**src/rtl/sp_base_pkg.sv**
```systemverilog
// Base scalar types shared across the scratchpad / matrix unit.
//   word_t       : 32-bit machine word
//   matbits_t    : matrix register index
//   matrix_mem_t : matrix memory operation selector (load or store)
package sp_base_pkg;

  typedef logic [31:0] word_t;
  typedef logic [2:0]  matbits_t;

  typedef enum logic {
    MatLoad  = 1'b0,
    MatStore = 1'b1
  } matrix_mem_t;

endpackage

```
**src/rtl/sp_types_pkg.sv**
```systemverilog
// Types for the matrix load/store sequencer.
//   mls_row_req_t : one row request sent to the scratchpad
//   mls_entry_t   : one queued matrix load/store instruction
//   mls_state_e   : sequencer FSM state
package sp_types_pkg;
  import sp_base_pkg::*;

  // Row index field is sized for up to 256 rows per instruction.
  localparam int unsigned ROW_IDX_W = 8;

  typedef struct packed {
    matrix_mem_t          ls;
    matbits_t             rd;
    logic [ROW_IDX_W-1:0] row;
    word_t                addr;
  } mls_row_req_t;

  typedef struct packed {
    matrix_mem_t ls;
    matbits_t    rd;
    word_t       base;
    word_t       stride;
  } mls_entry_t;

  typedef enum logic {
    MlsIdle,
    MlsIssue
  } mls_state_e;

endpackage

```
**src/rtl/mls_fifo.sv**
```systemverilog
// Instruction queue for the matrix load/store sequencer.
// Ports:
//   clk, rst         : clock, synchronous active-high reset
//   push, push_data  : write one entry at the tail (ignored when full)
//   pop              : drop the head entry (ignored when empty)
//   head, head_next  : entry at the head and the one behind it
//   full, empty      : derived from registered occupancy only
//   count            : registered occupancy
module mls_fifo
  import sp_types_pkg::*;
#(
  parameter int unsigned DEPTH   = 4,
  parameter type         entry_t = mls_entry_t
) (
  input  logic                   clk,
  input  logic                   rst,
  input  logic                   push,
  input  entry_t                 push_data,
  input  logic                   pop,
  output entry_t                 head,
  output entry_t                 head_next,
  output logic                   full,
  output logic                   empty,
  output logic [$clog2(DEPTH):0] count
);

  localparam int unsigned PTR_W = $clog2(DEPTH);
  localparam int unsigned CNT_W = PTR_W + 1;

  entry_t             mem [DEPTH];
  logic [PTR_W-1:0]   wr_ptr_q;
  logic [PTR_W-1:0]   rd_ptr_q;
  logic [PTR_W-1:0]   rd_ptr_nxt;
  logic [CNT_W-1:0]   count_q;
  logic               push_ok;
  logic               pop_ok;

  assign full       = (count_q == CNT_W'(DEPTH));
  assign empty      = (count_q == '0);
  assign count      = count_q;
  assign push_ok    = push && !full;
  assign pop_ok     = pop && !empty;
  assign rd_ptr_nxt = rd_ptr_q + PTR_W'(1);
  assign head       = mem[rd_ptr_q];
  assign head_next  = mem[rd_ptr_nxt];

  // Storage is not reset; consumers qualify the head with occupancy.
  always_ff @(posedge clk) begin
    if (push_ok) begin
      mem[wr_ptr_q] <= push_data;
    end
  end

  always_ff @(posedge clk) begin
    if (rst) begin
      wr_ptr_q <= '0;
      rd_ptr_q <= '0;
      count_q  <= '0;
    end else begin
      if (push_ok) begin
        wr_ptr_q <= wr_ptr_q + PTR_W'(1);
      end
      if (pop_ok) begin
        rd_ptr_q <= rd_ptr_nxt;
      end
      case ({push_ok, pop_ok})
        2'b10:   count_q <= count_q + CNT_W'(1);
        2'b01:   count_q <= count_q - CNT_W'(1);
        default: count_q <= count_q;
      endcase
    end
  end

endmodule

```
**src/rtl/fu_matrix_ls_seq.sv**
```systemverilog
// Matrix load/store sequencer: queues matrix load/store instructions and
// expands each into ROWS row requests to the scratchpad.
// Build option: define MLS_STRIDE_EN to add the stride_in port and capture
// a per-instruction stride; otherwise every instruction uses ROW_STRIDE.
// Ports:
//   CLK, RST              : clock, synchronous active-high reset
//   enable                : dispatch strobe; accept = enable && !full
//   ls_in, rd_in          : operation and matrix register
//   rs_in, imm_in         : base = rs_in + imm_in
//   stride_in             : per-instruction row stride (MLS_STRIDE_EN only)
//   accept, full          : dispatch taken / queue full
//   req_valid, req_ready  : row request handshake
//   req_out               : {ls, rd, row, address}
//   done, done_rd         : one-cycle completion pulse and its register
module fu_matrix_ls_seq
  import sp_base_pkg::*;
  import sp_types_pkg::*;
#(
  parameter int unsigned DEPTH      = 4,
  parameter int unsigned ROWS       = 4,
  parameter logic [31:0] ROW_STRIDE = 32'd16
) (
  input  logic         CLK,
  input  logic         RST,
  input  logic         enable,
  input  matrix_mem_t  ls_in,
  input  matbits_t     rd_in,
  input  word_t        rs_in,
  input  word_t        imm_in,
`ifdef MLS_STRIDE_EN
  input  word_t        stride_in,
`endif
  output logic         accept,
  output logic         full,
  output logic         req_valid,
  input  logic         req_ready,
  output mls_row_req_t req_out,
  output logic         done,
  output matbits_t     done_rd
);

  localparam int unsigned ROW_W = $clog2(ROWS);
  localparam int unsigned CNT_W = $clog2(DEPTH) + 1;

  mls_state_e       state_q;
  logic [ROW_W-1:0] row_q;
  word_t            addr_q;
  logic             done_q;
  matbits_t         done_rd_q;

  mls_entry_t       push_entry;
  mls_entry_t       head;
  mls_entry_t       head_next;
  logic             fifo_full;
  logic             fifo_empty;
  logic [CNT_W-1:0] fifo_count;

  logic             handshake;
  logic             last_row;
  logic             pop;
  logic             more_after_pop;
  word_t            next_base;
  word_t            start_base;

  always_comb begin
    push_entry      = '0;
    push_entry.ls   = ls_in;
    push_entry.rd   = rd_in;
    push_entry.base = rs_in + imm_in;
`ifdef MLS_STRIDE_EN
    push_entry.stride = stride_in;
`else
    push_entry.stride = ROW_STRIDE;
`endif
  end

  assign accept = enable && !fifo_full;
  assign full   = fifo_full;

  mls_fifo #(
    .DEPTH   (DEPTH),
    .entry_t (mls_entry_t)
  ) u_fifo (
    .clk       (CLK),
    .rst       (RST),
    .push      (accept),
    .push_data (push_entry),
    .pop       (pop),
    .head      (head),
    .head_next (head_next),
    .full      (fifo_full),
    .empty     (fifo_empty),
    .count     (fifo_count)
  );

  assign handshake = (state_q == MlsIssue) && req_ready;
  assign last_row  = (row_q == ROW_W'(ROWS - 1));
  assign pop       = handshake && last_row;

  // Pick the instruction that follows the head without a bubble: the entry
  // behind the head if one exists, else whatever is being pushed right now.
  always_comb begin
    more_after_pop = (fifo_count > CNT_W'(1)) || accept;
    next_base      = (fifo_count > CNT_W'(1)) ? head_next.base : push_entry.base;
    start_base     = fifo_empty ? push_entry.base : head.base;
  end

  // Only the base of the following entry is consumed here.
  logic unused_head_next;
  assign unused_head_next = ^{head_next.ls, head_next.rd, head_next.stride};
`ifdef MLS_STRIDE_EN
  logic unused_row_stride;
  assign unused_row_stride = ^ROW_STRIDE;
`endif

  always_ff @(posedge CLK) begin
    if (RST) begin
      state_q   <= MlsIdle;
      row_q     <= '0;
      addr_q    <= '0;
      done_q    <= 1'b0;
      done_rd_q <= '0;
    end else begin
      done_q <= 1'b0;
      case (state_q)
        MlsIdle: begin
          // A push into the empty queue starts issuing on the next cycle.
          if (!fifo_empty || accept) begin
            state_q <= MlsIssue;
            row_q   <= '0;
            addr_q  <= start_base;
          end
        end
        MlsIssue: begin
          if (handshake) begin
            if (last_row) begin
              done_q    <= 1'b1;
              done_rd_q <= head.rd;
              row_q     <= '0;
              if (more_after_pop) begin
                addr_q <= next_base;
              end else begin
                state_q <= MlsIdle;
                addr_q  <= '0;
              end
            end else begin
              row_q  <= row_q + ROW_W'(1);
              addr_q <= addr_q + head.stride;
            end
          end
        end
        default: state_q <= MlsIdle;
      endcase
    end
  end

  assign req_valid = (state_q == MlsIssue);
  assign done      = done_q;
  assign done_rd   = done_rd_q;

  // Head fields are qualified by state so idle/reset outputs read as zero.
  always_comb begin
    req_out = '0;
    if (state_q == MlsIssue) begin
      req_out.ls   = head.ls;
      req_out.rd   = head.rd;
      req_out.row  = ROW_IDX_W'(row_q);
      req_out.addr = addr_q;
    end
  end

endmodule
```
**config.mk**
```make
export PLATFORM = sky130hd
export DESIGN_NAME = fu_matrix_ls_seq
export DESIGN_NICKNAME = d
export VERILOG_FILES = /design/src/rtl/sp_base_pkg.sv /design/src/rtl/sp_types_pkg.sv /design/src/rtl/mls_fifo.sv /design/src/rtl/fu_matrix_ls_seq.sv
export SDC_FILE = /design/constraint.sdc
export NUM_CORES = 1
export LEC_CHECK = 0
export BUFFER_PORTS_ARGS = -buffer_cell sky130_fd_sc_hd__buf_2
export CAP_MARGIN = 20
export CORE_AREA = 2 2 160 162
export DETAILED_ROUTE_END_ITERATION = 8
export DIE_AREA = 0 0 162 164
export PLACE_DENSITY = 0.63
export SLEW_MARGIN = 0
export SYNTH_ARGS = -nofsm -noshare
export SYNTH_HDL_FRONTEND = slang
export SYNTH_SLANG_ARGS = --single-unit
export TNS_END_PERCENT = 20
```
**constraint.sdc**
```tcl
create_clock -name CLK -period 4.39 [get_ports CLK]
set_input_delay 0.878 -clock CLK [delete_from_list [all_inputs] [get_ports CLK]]
set_output_delay 0.878 -clock CLK [all_outputs]
set_load 0.005 [all_outputs]
```
== Word-level counts from Yosys, hierarchy flattened ==
Memories as Yosys holds them, arrays and structs flattened. A register that Yosys moved wholly into a read port is not among the register bits.
Cells that the tools add are included.

* Bits in writable memories: 144
* Memories: 1
* Flip-flop bits (word level): 46
* Output and inout bits: 51

* $lt $le $gt $ge: 1
* Reductions and logical operators: 14
* Add/sub/neg operators: 7
* Multiplexer cells: 23
* Bitwise logic cells: 2
* Equal/unequal tests: 6

{| class="wikitable"
|+ Memory list
! name !! words !! bits a word !! read ports !! clocked after memory_dff !! write ports !! line !! RTL
|-
| u_fifo.mem || 4 || 36 || 2 || 1 || 1 || mls_fifo.sv:30 || <nowiki>entry_t mem [DEPTH];</nowiki>
|}

{| class="wikitable"
|+ Operators by type and width
! kind !! number
|-
| $mux 32 || 6
|-
| $pmux 32 s2 || 1
|-
| $mux 44 || 1
|-
| $add 32x32->32 || 1
|-
| $add 32x32->32 const B || 1
|-
| $mux 2 || 5
|-
| $mux 1 || 7
|-
| $add 2x1->2 const B || 3
|-
| $pmux 3 s2 || 1
|-
| $logic_and 1x1->1 || 5
|-
| $eq 2x2->1 const B || 2
|-
| $pmux 2 s2 || 1
|-
| $add 3x1->3 const B || 1
|-
| $eq 3x3->1 const B || 1
|-
| $gt 3x1->1 const B || 1
|-
| $logic_not 3->1 || 1
|-
| $reduce_and 3->1 || 1
|-
| $reduce_or 3->1 || 1
|-
| $sub 3x1->3 const B || 1
|-
| $eq 2x1->1 const B || 1
|-
| $logic_not 1->1 || 2
|-
| $logic_or 1x1->1 || 2
|-
| $ne 2x1->1 const B || 1
|-
| $ne 2x2->1 const B || 1
|-
| 4 further kinds || 5
|}

== Longest topological paths before layout ==
* Depth after elaboration: 8
* Depth in mapped cells: 11
* Depth with buffers taken out: 11

== Cells and area by module ==
From an unflattened synthesis, not the netlist that was laid out.

* Cell total of the unflattened synthesis: 1379
* Area, all modules: 18311.3 um^2

{| class="wikitable"
|+ Modules (own cells, without submodules)
! module !! area each (um^2) !! cells an instance !! instances
|-
| mls_fifo || 11937.7 || 494 || 1
|-
| fu_matrix_ls_seq || 6373.6 || 885 || 1
|}

== Worst setup path before layout ==
OpenSTA, ideal clock, no wires.

* Path kind: input -> register
* Start: in rs_in[0]
* End: reg addr_q[26]
* Required time: 4.268 ns
* Buffers on the path: 0
* Data arrival time: 3.145 ns
* Path slack: 1.123 ns
* Stages: 11
* Cell sequence: ha_1 > fa_1 > a211o_2 > a21oi_4 > a2111oi_4 > o21ai_2 > o311a_4 > o31ai_2 > a21oi_1 > mux2i_1 > a221o_1

* Word-level cells in the longest chain between the ends: 6
* Elaborated cells between the ends (all ways): 8
* Those cells by class: add/sub (1); mux (7)

{| class="wikitable"
|+ RTL lines
! what !! line !! RTL
|-
| start, declared || fu_matrix_ls_seq.sv:28 || <nowiki>input word_t rs_in,</nowiki>
|-
| $add 32x32->32 (*) || fu_matrix_ls_seq.sv:69 || <nowiki>push_entry.base = rs_in + imm_in;</nowiki>
|-
| $mux 32 || fu_matrix_ls_seq.sv:104 || <nowiki>next_base = (fifo_count > CNT_W'(1)) ? head_next.base : push_entry.base;</nowiki>
|-
| $mux 32 || fu_matrix_ls_seq.sv:140 || <nowiki>if (more_after_pop) begin</nowiki>
|-
| $mux 32 || fu_matrix_ls_seq.sv:136 || <nowiki>if (last_row) begin</nowiki>
|-
| $mux 32 || fu_matrix_ls_seq.sv:135 || <nowiki>if (handshake) begin</nowiki>
|-
| $pmux 32 s2 (*) || fu_matrix_ls_seq.sv:125 || <nowiki>case (state_q)</nowiki>
|-
| end signal, assigned || fu_matrix_ls_seq.sv:131 || <nowiki>addr_q <= start_base;</nowiki>
|-
| end signal, assigned || fu_matrix_ls_seq.sv:141 || <nowiki>addr_q <= next_base;</nowiki>
|-
| end signal, assigned || fu_matrix_ls_seq.sv:148 || <nowiki>addr_q <= addr_q + head.stride;</nowiki>
|-
| end, declared || fu_matrix_ls_seq.sv:47 || <nowiki>word_t addr_q;</nowiki>
|}

Mark *: on every way between the ends. The rest lies on a longest branch, timed or not. The select of a mux whose other input is x is not followed.
A chain may end at the register's enable or synchronous reset.

==> impl_metrics.json <==
{
  "outcome": "finished clean",
  "hold_viol_final": 0,
  "max_freq_ghz": 0.300,
  "maxCapViolCount": 0,
  "ctsResizeCount": 0,
  "min_path_cells": 2,
  "wire_per_inst_um": 21.3,
  "cp-start-kind": "input pin",
  "cts_hold_buf": 0,
  "powerDensity_nw_per_um2": 373,
  "yosys_warnings": 0,
  "port_buffers": 116,
  "ant_nets": 0,
  "grt_overflow_total": 0,
  "syn2layout_area_growth_pct": 12.5,
  "detail_route.iter0.violations": 859,
  "setup.worst_path.class": "input pin to flip-flop",
  "synth_cell_types": 73,
  "peakVddDrop_v": 0.000283,
  "pin_count": 123,
  "path_max_fanout": 7,
  "async_flop_share": 0,
  "slew_viol_final": 0,
  "endpoint_kind": "flip-flop",
  "dieArea_um2": 26600,
  "highest_layer": "met4",
  "clock_latency_ns": 0.45,
  "setup_viol_count_final": 0,
  "insertedDiodeCount": 0,
  "p_total_mw": 4.86,
  "cts_buffers": 17,
  "synth_cells": 1022,
  "met1Wirelength_um": 13900,
  "placed_area_um2": 12400,
  "cts-root-buf": "clkbuf_16",
  "design_area_um2": 13000,
  "antenna_found_initial": 0,
  "hold_path.class": "flip-flop to flip-flop",
  "yosysSeqAreaShare": 0.457,
  "min_period_ns": 3.33,
  "post_drt_via_cell_ratio": 6.08,
  "synth_top_area_frac": 0.374,
  "grt_pass1_wl_um": 47700,
  "cp.required_ns": 4.77,
  "ff2ff_path_depth": 11,
  "globalplace.congestion": 0.836,
  "ys_seq_elements": 192,
  "synth.area.top_cells": "edfxtp_1, mux4_2, dfxtp_1",
  "hpwlAfterDp_um": 20100,
  "synth-edff-count": 144,
  "rows": 58,
  "power.leakage_nw": 4.74,
  "max_slew_margin": 0.336,
  "yosys.area.top_type": "edfxtp_1",
  "tritoncts": "yes",
  "synth_area_um2": 11600,
  "arrival_ns": 3.71,
  "met3WireLength_um": 2250,
  "dieWidth_um": 162,
  "setup_tns_ns": 0,
  "grt_setup_unrepaired": "no",
  "synth_ff_type": "edfxtp_1",
  "synthTopCellsByCount": "edfxtp_1, a21oi_1, nand2_1, mux4_2, nor2_1",
  "track_usage": 0.236,
  "final.setup_skew_ns": 0.0340,
  "layout-drive-gt1-share": 0.226,
  "vias": 8835,
  "drc_errors": 0,
  "routed_wl_um": 31000,
  "ctsLongestPathBuffers": 2,
  "yosysMostFrequentCell": "edfxtp_1",
  "wl_met2_um": 14300,
  "worstMarginPinSlew_ns": 0.995,
  "final_nets": 1225,
  "die_h_um": 164,
  "grt_pass1_vias": 8296,
  "fin_cells": 1453,
  "grt_max_degree": 52,
  "core-area_um2": 24800,
  "clk_pin_slew_worst_paths_ns": 0.08,
  "dp.cells": 1421,
  "initial_utilization": 0.466,
  "synth_area_per_cell_um2": 11.3,
  "clkSinkCount": 192,
  "period_share": 0.759,
  "firstDrtPassIters": 6,
  "post_cts_buffers": 0,
  "cts_max_level": 4
}
-- cells in the final DEF (no fill, tap or decap), types with 7 or more instances in the layout --
cell / synthesis / routed
mux4_2: 68 / 68
inv_1: 24 / 24
nor2_1: 64 / 63
dfxtp_1: 48 / 45
mux2i_1: 14 / 14
a21oi_1: 86 / 86
ha_1: 42 / 42
o22ai_1: 9 / 9
a31oi_1: 18 / 18
o21ai_0: 45 / 45
nand4_1: 13 / 13
a211oi_1: 8 / 8
and3_1: 10 / 10
nand2_1: 76 / 76
and2_1: 47 / 47
buf_2: 10 / 116
nor3_1: 10 / 10
o21a_1: 8 / 8
nand2b_1: 12 / 12
and4_1: 8 / 8
edfxtp_1: 144 / 144
nor2b_1: 7 / 7
xnor2_1: 34 / 34
a21o_1: 14 / 14
xor2_1: 24 / 24
buf_4: 6 / 18
nand3_1: 31 / 31
clkbuf_16: 0 / 17
-- routing by layer --
layer,global-route usage,up-vias
met2,0.369,374
met1,0.344,4337
met3,0.0379,44
met4,0.0668,0
li1,-,4080
met5,0,-
-- sequential cells by signal, summed over array words and instances (netlist names), named ones only --
signal           flops
row_q                2
req_valid            1
u_fifo.rd_ptr_q      2
u_fifo.count         3
done                 1
done_rd              3
addr_q              32
u_fifo.wr_ptr_q      2
u_fifo.mem         144
-- power by group --
part	switching [mW]	internal, mW
registers	0.123	2.16
logic	0.655	0.412
clock network	0.749	0.755
total	1.53	3.33
-- kinds of logic (layout without fill, tap and decap cells) --
family | after synthesis | in the layout | share of synthesized area
AOI/OAI and AO/OA | 261 | 261 | 0.149
xor gates and xnor gates | 58 | 58 | 0.0439
adders and majority gates | 43 | 43 | 0.0471
buffers and inverters | 95 | 191 | 0.0340
DFF | 192 | 192 | 0.457
muxes | 82 | 82 | 0.144
other | 1 | 6 | 0.000324
and+or+nand+nor | 290 | 290 | 0.124
-- final timing paths --
check | slack, ns | to | from
max | 1.06 | addr_q[27]$_SDFFE_PP0P_ | rs_in[11]
min reg2reg | 0.45 | done_rd[2]$_SDFFE_PP0P_ | done_rd[2]$_SDFFE_PP0P_
min | 0.45 | done_rd[2]$_SDFFE_PP0P_ | done_rd[2]$_SDFFE_PP0P_
max reg2reg | 1.52 | addr_q[26]$_SDFFE_PP0P_ | u_fifo.count[1]$_SDFFE_PP0P_
-- metrics by stage --
step / hold WS [ns] / util / setup slack (ns)
after floorplan: 0.439 / - / 1.12
final: 0.454 / 0.524 / 1.06
after global routing: 0.473 / 0.524 / 0.892
after detailed placement: 0.444 / 0.501 / 0.683
after global placement: 0.443 / 0.501 / 0.724
after CTS: 0.455 / 0.524 / 1.13
-- critical path: stages --
cell and delay, ns:
buf_2 0.10, ha_1 0.42, nand4_1 0.15, or2_1 0.27, a211o_1 0.28, a31oi_1 0.35
a21oi_1 0.15, a31oi_1 0.29, xor2_1 0.52, o21ai_0 0.21, nand2_1 0.09
-- area by class of cell --
cell class	instances	area (um^2)
clock buffer	17	425
clock inverter	15	145
fill	2230	11800
inverter	24	90.1
multi-input combinational	740	5910
sequential	192	5290
tap	330	413
timing repair buffer	135	736
(Power assumes the default switching activity.)
